File: src/rtl/fetch_sched.sv
// fetch_sched: front-end pcGen sequencer. Picks the next fetch PC (commit flush >
// iqueue branch redirect > sequential +8), issues epoch-tagged requests under a
// credit limit, drops wrong-path responses and buffers good ones for the iqueue.
// Optional build macro: FETCH_SCHED_PERF_EN adds saturating perf counter outputs.
module fetch_sched #(
   parameter logic [63:0] RESET_PC   = 64'h8000_0000,
   parameter int unsigned MAX_OUTSTD = 2,
   parameter int unsigned EPOCH_W    = 2
) (
   input  logic               CLK,
   input  logic               RST,
   input  logic               flush,
   input  logic [63:0]        flush_pc,
   input  logic               branch_pc_valid,
   input  logic [63:0]        branch_pc,
   output logic               imem_req_valid,
   output logic [63:0]        imem_req_pc,
   output logic [EPOCH_W-1:0] imem_req_epoch,
   input  logic               imem_req_ready,
   input  logic               imem_rsp_valid,
   input  logic [63:0]        imem_rsp_instr,
   input  logic [EPOCH_W-1:0] imem_rsp_epoch,
   output logic               if_iq_valid,
   output logic [63:0]        if_iq_pc,
   output logic [63:0]        if_iq_instr,
   input  logic               if_iq_ready
`ifdef FETCH_SCHED_PERF_EN
   ,
   output logic [31:0]        perf_issue_cnt,
   output logic [31:0]        perf_drop_cnt,
   output logic [31:0]        perf_redirect_cnt
`endif
);

   localparam int unsigned      CNT_W    = $clog2(MAX_OUTSTD + 1);
   localparam int unsigned      PTR_W    = (MAX_OUTSTD > 1) ? $clog2(MAX_OUTSTD) : 1;
   localparam logic [CNT_W:0]   CREDITS  = (CNT_W + 1)'(MAX_OUTSTD);
   localparam logic [PTR_W-1:0] LAST_PTR = PTR_W'(MAX_OUTSTD - 1);

   typedef enum logic {BOOT, RUN} state_t;
   state_t state_q, state_d;

   logic [63:0]        pc_next;
   logic [EPOCH_W-1:0] cur_epoch;
   logic [CNT_W-1:0]   inflight;
   logic [CNT_W-1:0]   rsp_count;

   // PC FIFO: one entry per request in flight, its occupancy is 'inflight'
   logic [63:0]        pcf_pc [MAX_OUTSTD];
   logic [EPOCH_W-1:0] pcf_ep [MAX_OUTSTD];
   logic [PTR_W-1:0]   pcf_wr, pcf_rd;

   // Response FIFO: good-path words waiting for the iqueue
   logic [63:0]        rsf_pc    [MAX_OUTSTD];
   logic [63:0]        rsf_instr [MAX_OUTSTD];
   logic [PTR_W-1:0]   rsf_wr, rsf_rd;

   logic               redirect;
   logic [63:0]        redirect_pc;
   logic [CNT_W:0]     credit_used;
   logic               issue, rsp_take, rsp_keep, iq_pop;

   function automatic logic [PTR_W-1:0] ptr_inc(input logic [PTR_W-1:0] p);
      return (p == LAST_PTR) ? '0 : p + PTR_W'(1);
   endfunction

   // BOOT holds for exactly one cycle after reset, then RUN forever
   always_comb begin
      state_d = state_q;
      if (state_q == BOOT) state_d = RUN;
   end

   // Request/response/output decode; iqueue outputs depend on registered state only
   always_comb begin
      redirect       = flush | branch_pc_valid;
      redirect_pc    = flush ? flush_pc : branch_pc;
      credit_used    = {1'b0, inflight} + {1'b0, rsp_count};
      imem_req_valid = (state_q == RUN) && !redirect && (credit_used < CREDITS);
      imem_req_pc    = {pc_next[63:3], 3'b000};
      imem_req_epoch = cur_epoch;
      issue          = imem_req_valid && imem_req_ready;
      rsp_take       = imem_rsp_valid && (inflight != '0);
      rsp_keep       = rsp_take && !redirect && (imem_rsp_epoch == cur_epoch)
                       && (pcf_ep[pcf_rd] == cur_epoch);
      if_iq_valid    = (rsp_count != '0);
      if_iq_pc       = if_iq_valid ? rsf_pc[rsf_rd]    : '0;
      if_iq_instr    = if_iq_valid ? rsf_instr[rsf_rd] : '0;
      iq_pop         = if_iq_valid && if_iq_ready;
   end

   // State, PC sequencing, epoch, counters and FIFO pointers
   always_ff @(posedge CLK or posedge RST) begin
      if (RST) begin
         state_q   <= BOOT;
         pc_next   <= RESET_PC;
         cur_epoch <= '0;
         inflight  <= '0;
         rsp_count <= '0;
         pcf_wr    <= '0;
         pcf_rd    <= '0;
         rsf_wr    <= '0;
         rsf_rd    <= '0;
      end else begin
         state_q <= state_d;
         if (redirect) begin
            pc_next   <= redirect_pc;
            cur_epoch <= cur_epoch + EPOCH_W'(1);
         end else if (issue) begin
            pc_next <= {pc_next[63:3], 3'b000} + 64'd8;
         end
         // stale requests keep draining through the PC FIFO across redirects
         if (issue)    pcf_wr <= ptr_inc(pcf_wr);
         if (rsp_take) pcf_rd <= ptr_inc(pcf_rd);
         case ({issue, rsp_take})
            2'b10:   inflight <= inflight + CNT_W'(1);
            2'b01:   inflight <= inflight - CNT_W'(1);
            default: ;
         endcase
         // a redirect empties the response FIFO, overriding any same-cycle pop
         if (redirect) begin
            rsf_wr    <= '0;
            rsf_rd    <= '0;
            rsp_count <= '0;
         end else begin
            if (rsp_keep) rsf_wr <= ptr_inc(rsf_wr);
            if (iq_pop)   rsf_rd <= ptr_inc(rsf_rd);
            case ({rsp_keep, iq_pop})
               2'b10:   rsp_count <= rsp_count + CNT_W'(1);
               2'b01:   rsp_count <= rsp_count - CNT_W'(1);
               default: ;
            endcase
         end
      end
   end

   // FIFO storage; contents are never observed unless the matching count is non-zero
   always_ff @(posedge CLK) begin
      if (issue) begin
         pcf_pc[pcf_wr] <= pc_next;
         pcf_ep[pcf_wr] <= cur_epoch;
      end
      if (rsp_keep) begin
         rsf_pc[rsf_wr]    <= pcf_pc[pcf_rd];
         rsf_instr[rsf_wr] <= imem_rsp_instr;
      end
   end

`ifdef FETCH_SCHED_PERF_EN
   // Saturating event counters for issue, stale drop and redirect cycles
   always_ff @(posedge CLK or posedge RST) begin
      if (RST) begin
         perf_issue_cnt    <= '0;
         perf_drop_cnt     <= '0;
         perf_redirect_cnt <= '0;
      end else begin
         if (issue && perf_issue_cnt != '1)
            perf_issue_cnt <= perf_issue_cnt + 32'd1;
         if (rsp_take && !rsp_keep && perf_drop_cnt != '1)
            perf_drop_cnt <= perf_drop_cnt + 32'd1;
         if (redirect && perf_redirect_cnt != '1)
            perf_redirect_cnt <= perf_redirect_cnt + 32'd1;
      end
   end
`endif

endmodule

File: config.mk
export PLATFORM = sky130hd
export DESIGN_NAME = fetch_sched
export DESIGN_NICKNAME = d
export VERILOG_FILES = /design/src/rtl/fetch_sched.sv
export SDC_FILE = /design/constraint.sdc
export NUM_CORES = 1
export LEC_CHECK = 0
export ABC_AREA = 1
export ABC_CLOCK_PERIOD_IN_PS = 7750
export BUFFER_PORTS_ARGS = -buffer_cell sky130_fd_sc_hd__buf_2
export CORE_UTILIZATION = 45
export CTS_CLUSTER_DIAMETER = 60
export DETAILED_ROUTE_END_ITERATION = 7
export GPL_TIMING_DRIVEN = 0
export PLACE_DENSITY = 0.67
export SYNTH_ARGS = -nofsm -noshare
export SYNTH_HDL_FRONTEND = slang
export SYNTH_SLANG_ARGS = --single-unit
File: constraint.sdc
create_clock -name CLK -period 7.75 [get_ports CLK]
set_input_delay 1.1625 -clock CLK [delete_from_list [all_inputs] [get_ports CLK]]
set_output_delay 1.1625 -clock CLK [all_outputs]
set_load 0.01 [all_outputs]
==> summary.txt <==
Final layout
  • Area growth, synth to finish: 22.58%
  • Antenna cells: 0
  • Finished Layout Cells: approximately 3,300
  • Post-route cell area: roughly 0.026 mm^2
  • Ratio of cells with drive above 1 in the final layout: 22.84%
  • Final Net Count: 2,825
  • Number of fill cells: between 4,000 and 5,000

Timing
  • Hold slack: between 0.4 and 0.5 ns
  • Setup TNS: 0 ns
  • Pins over their slew limit: 0
  • Unrepaired setup endpoints after global routing: false
  • Relative max-transition margin: 21.87%
  • Tightest Pin Transition: 1.172 ns
  • Fin. Hold Viols: 0
  • Final setup fails: 0
  • Fmax: 243.2 MHz
  • Clock skew: 0.02389 ns
  • Fin crit share: 53.06%
  • Fin crit period: roughly 4 ns

Synthesis
  • Yosys warns: 0
  • Simple logic cell fraction of the synthesized area: 21.49%
  • Sequential fraction of the synthesis area: 64.46%
  • Largest family of logic cells by synthesized area: simple AND/OR/NAND/NOR gates
  • Mean Syn Cell Area: approximately 9.7 um^2
  • Adder-cell share of the synthesized area: less than 1%
  • Cells after synthesis: 2,161
  • Post-synthesis mux area share: 0%
  • Synthesized flop and latch total: roughly 460
  • Top_reg_cell synth: edfxtp_1
  • Post-synth ARST share: 16.20%
  • Yosys cell types: 42
  • Xor and xnor fraction of the mapped netlist area: roughly 1.0%
  • Post-synth EDFFs: 388
  • Synth Area in Compound Gates: under 10%
  • Post-Synthesis Cell Area: between 0.02 and 0.025 mm^2

Power
  • Switching share of power: 27.24%
  • Switch Pwr: 1735 uW
  • Power Density: 247.5 mW/mm^2
  • Design Power: 6369 uW
  • Combinational share of power: 14.4%
  • Clock group share of total power: a little under two fifths
  • Sequential share of power: 47.8%
  • Worst vdd ir: 0.1528 mV
  • Internal power: approximately 4600 uW
  • Leak: ~0.011 uW

Worst setup path
  • CP endpoint kind: output pin
  • Crit-path leading delay family: buffers and inverters
  • RR Endpoint: rsf_pc[1][52]$_DFFE_PP_
  • CP Cell Sequence: nor2_1 -> clkbuf_1 -> clkbuf_1 -> a21oi_1 -> buf_2
  • CP Launch Type: flop
  • R2R cell count: 11
  • Critical path's slowest cell: clkbuf_1
  • Delay of the slowest critical-path stage: roughly 0.70 ns
  • CP Buf/Inv Count: 3
  • Crit path DAT: a little under 3 ns
  • Reg2reg start: pcf_rd$_DFFE_PP0P_
  • Most used cell, CP: clkbuf_1
  • CP required: around 6.6 ns
  • Setup CP Type: flop to output pin
  • Flop2flop setup slack: approximately 4.7 ns
  • Critical path peak fanout: 10

Global routing
  • Vias in the first global route: around 16,000
  • Initial antenna violation count: 0
  • GRT overflow: 0
  • Total GRT Usage: 26.30%
  • First-pass GRT wire length: 93,040 um
  • Largest net degree at the start of global routing: 68

Status
  • Outcome: completed

Min path
  • Hold EP: pcf_pc[0][2]$_DFFE_PP_
  • Hold Startpoint: pc_next[2]$_DFFE_PP0P_
  • Min-Delay Path Depth: 0
  • Worst min path class: flop to flop

Place
  • Final HPWL DP: 46,580 um
  • RD Place Congestion: 0.9364
  • Placed inst area: 0.02406 mm^2
  • Cells after DPL: around 3,200
  • IO buf count: 393

Floorplan
  • Die height: 218.0 um
  • Site Rows: 78
  • Die area: 0.04751 mm^2
  • Starting Density: 45.95%
  • Placeable Area: 0.04567 mm^2
  • Ports: 397
  • Die Span X: 218.0 um

Route
  • Total routed wirelength: 62,810 um
  • DR vias/cell: 5.106
  • Antenna viol nets, final: 0
  • Initial DRC Count: 1,428
  • Drt pass-1 iters: 6
  • DR vias: around 17,000
  • Wire per inst: roughly 19 um
  • Drt drc: 0

Clocking
  • CTS tree: yes
  • CTS buffer count: 49
  • Worst-path clk slew: 0.06 ns
  • CTS Hold Bufs: 0
  • Worst-Skew Late Latency: around 0.60 ns
  • Post-CTS Setup Inserts: 0
  • Sink Count: around 460
  • Root buffer cell: clkbuf_16
  • CTS H-tree lvls: 2
  • Clock tree buffer depth: 3
  • Post-CTS sizing: 0

Run
  • Max cap viols: 0
[power by group through the flow]
stage / clock, uW / combinational [uW] / sequential (uW)
3_3_place_gp: 0 / 880 / 3090
3_5_place_dp: 0 / 918 / 3090
2_1_floorplan: 0 / 567 / 3030
4_1_cts: 2450 / 921 / 3040
5_1_grt: 2560 / 1020 / 3050
6_report: 2410 / 917 / 3040
[layout by cell type, fill, tap and decap left out, types with 14 or more instances in the layout]
| cell | synthesis | layout |
|---|---|---|
| a21oi_1 | 213 | 213 |
| a31oi_1 | 15 | 15 |
| buf_2 | 16 | 409 |
| buf_4 | 65 | 65 |
| clkbuf_1 | 66 | 76 |
| clkbuf_16 | 0 | 51 |
| dfrtp_1 | 74 | 74 |
| edfxtp_1 | 388 | 388 |
| inv_1 | 73 | 72 |
| nand2_1 | 740 | 740 |
| nand3_1 | 46 | 46 |
| nor2_1 | 308 | 304 |
| o21ai_0 | 48 | 48 |
| xor2_1 | 14 | 14 |
[final cells by class]
type | count | area (um^2) | area share, %
Sequential cell | 463 | 13530 | 52.58
Inverter | 78 | 297.8 | 1.157
Clock inverter | 26 | 289.0 | 1.123
Buffer | 159 | 868.3 | 3.375
Multi-Input combinational cell | 1463 | 6334 | 24.62
Tap cell | 600 | 750.7 | 2.918
Timing Repair Buffer | 407 | 2277 | 8.851
Clock buffer | 66 | 1383 | 5.374
[layer usage]
layer | vias up | routed length (um) | GRT usage (%)
met3 | 95 | 4145 | 4.226
met5 | - | 0 | 0
met1 | 7879 | 26530 | 35.09
met4 | 0 | 2197 | 9.930
li1 | 8048 | - | -
met2 | 635 | 29930 | 43.14
[registers in the layout (all words and copies together) (netlist names)]
name            cells
pcf_ep              4
pcf_pc            128
state_q             1
rsf_pc            128
pcf_wr              1
pcf_rd              1
imem_req_epoch      2
rsf_instr         128
rsf_wr              1
pc_next            64
rsf_rd              1
rsp_count           2
inflight            2
[synth_stat cells (5+ instances only)]
cell,number,area [um^2]
a21oi_1,213,1066
a31oi_1,15,93.84
buf_1,11,41.29
buf_2,16,80.08
buf_4,65,488.0
clkbuf_1,66,247.7
dfrtp_1,74,1852
edfxtp_1,388,11650
inv_1,73,274.0
nand2_1,740,2778
nand2_2,7,43.79
nand3_1,46,230.2
nand4_1,9,56.30
nor2_1,308,1156
nor2_2,11,68.82
nor2_4,8,90.09
o21ai_0,48,240.2
o21ai_1,5,25.02
xnor2_1,10,87.58
xor2_1,14,122.6
[worst max-delay path by stage]
| stage | endpoint | cells after the start | from |
|---|---|---|---|
| floorplan | rsf_instr[0][0]$_DFFE_PP_ | 8 | branch_pc_valid |
| global placement | rsf_pc[0][53]$_DFFE_PP_ | 9 | branch_pc_valid |
| detailed placement | rsf_pc[1][59]$_DFFE_PP_ | 13 | branch_pc_valid |
| CTS | if_iq_pc[56] | 5 | rsp_count[0]$_DFFE_PP0P_ |
| global route | if_iq_pc[56] | 5 | rsp_count[1]$_DFFE_PP0P_ |
| finish | if_iq_pc[56] | 5 | rsp_count[1]$_DFFE_PP0P_ |
[metrics by stage]
step	utilization (%)	setup WS (ns)
global placement	51.92	-3.805
finish	56.33	3.638
global route	56.33	3.491
CTS	56.33	3.615
detailed placement	52.67	3.618
floorplan	-	-0.02845
[cell families after synthesis]
family,count (synthesis)
xor gates and xnor gates,24
buffers and inverters,237
adders and majority gates,3
and+or+nand+nor,1138
DFF,463
other,2
AOI/OAI and AO/OA,294
Note: power is estimated with default switching activity, not from simulation.
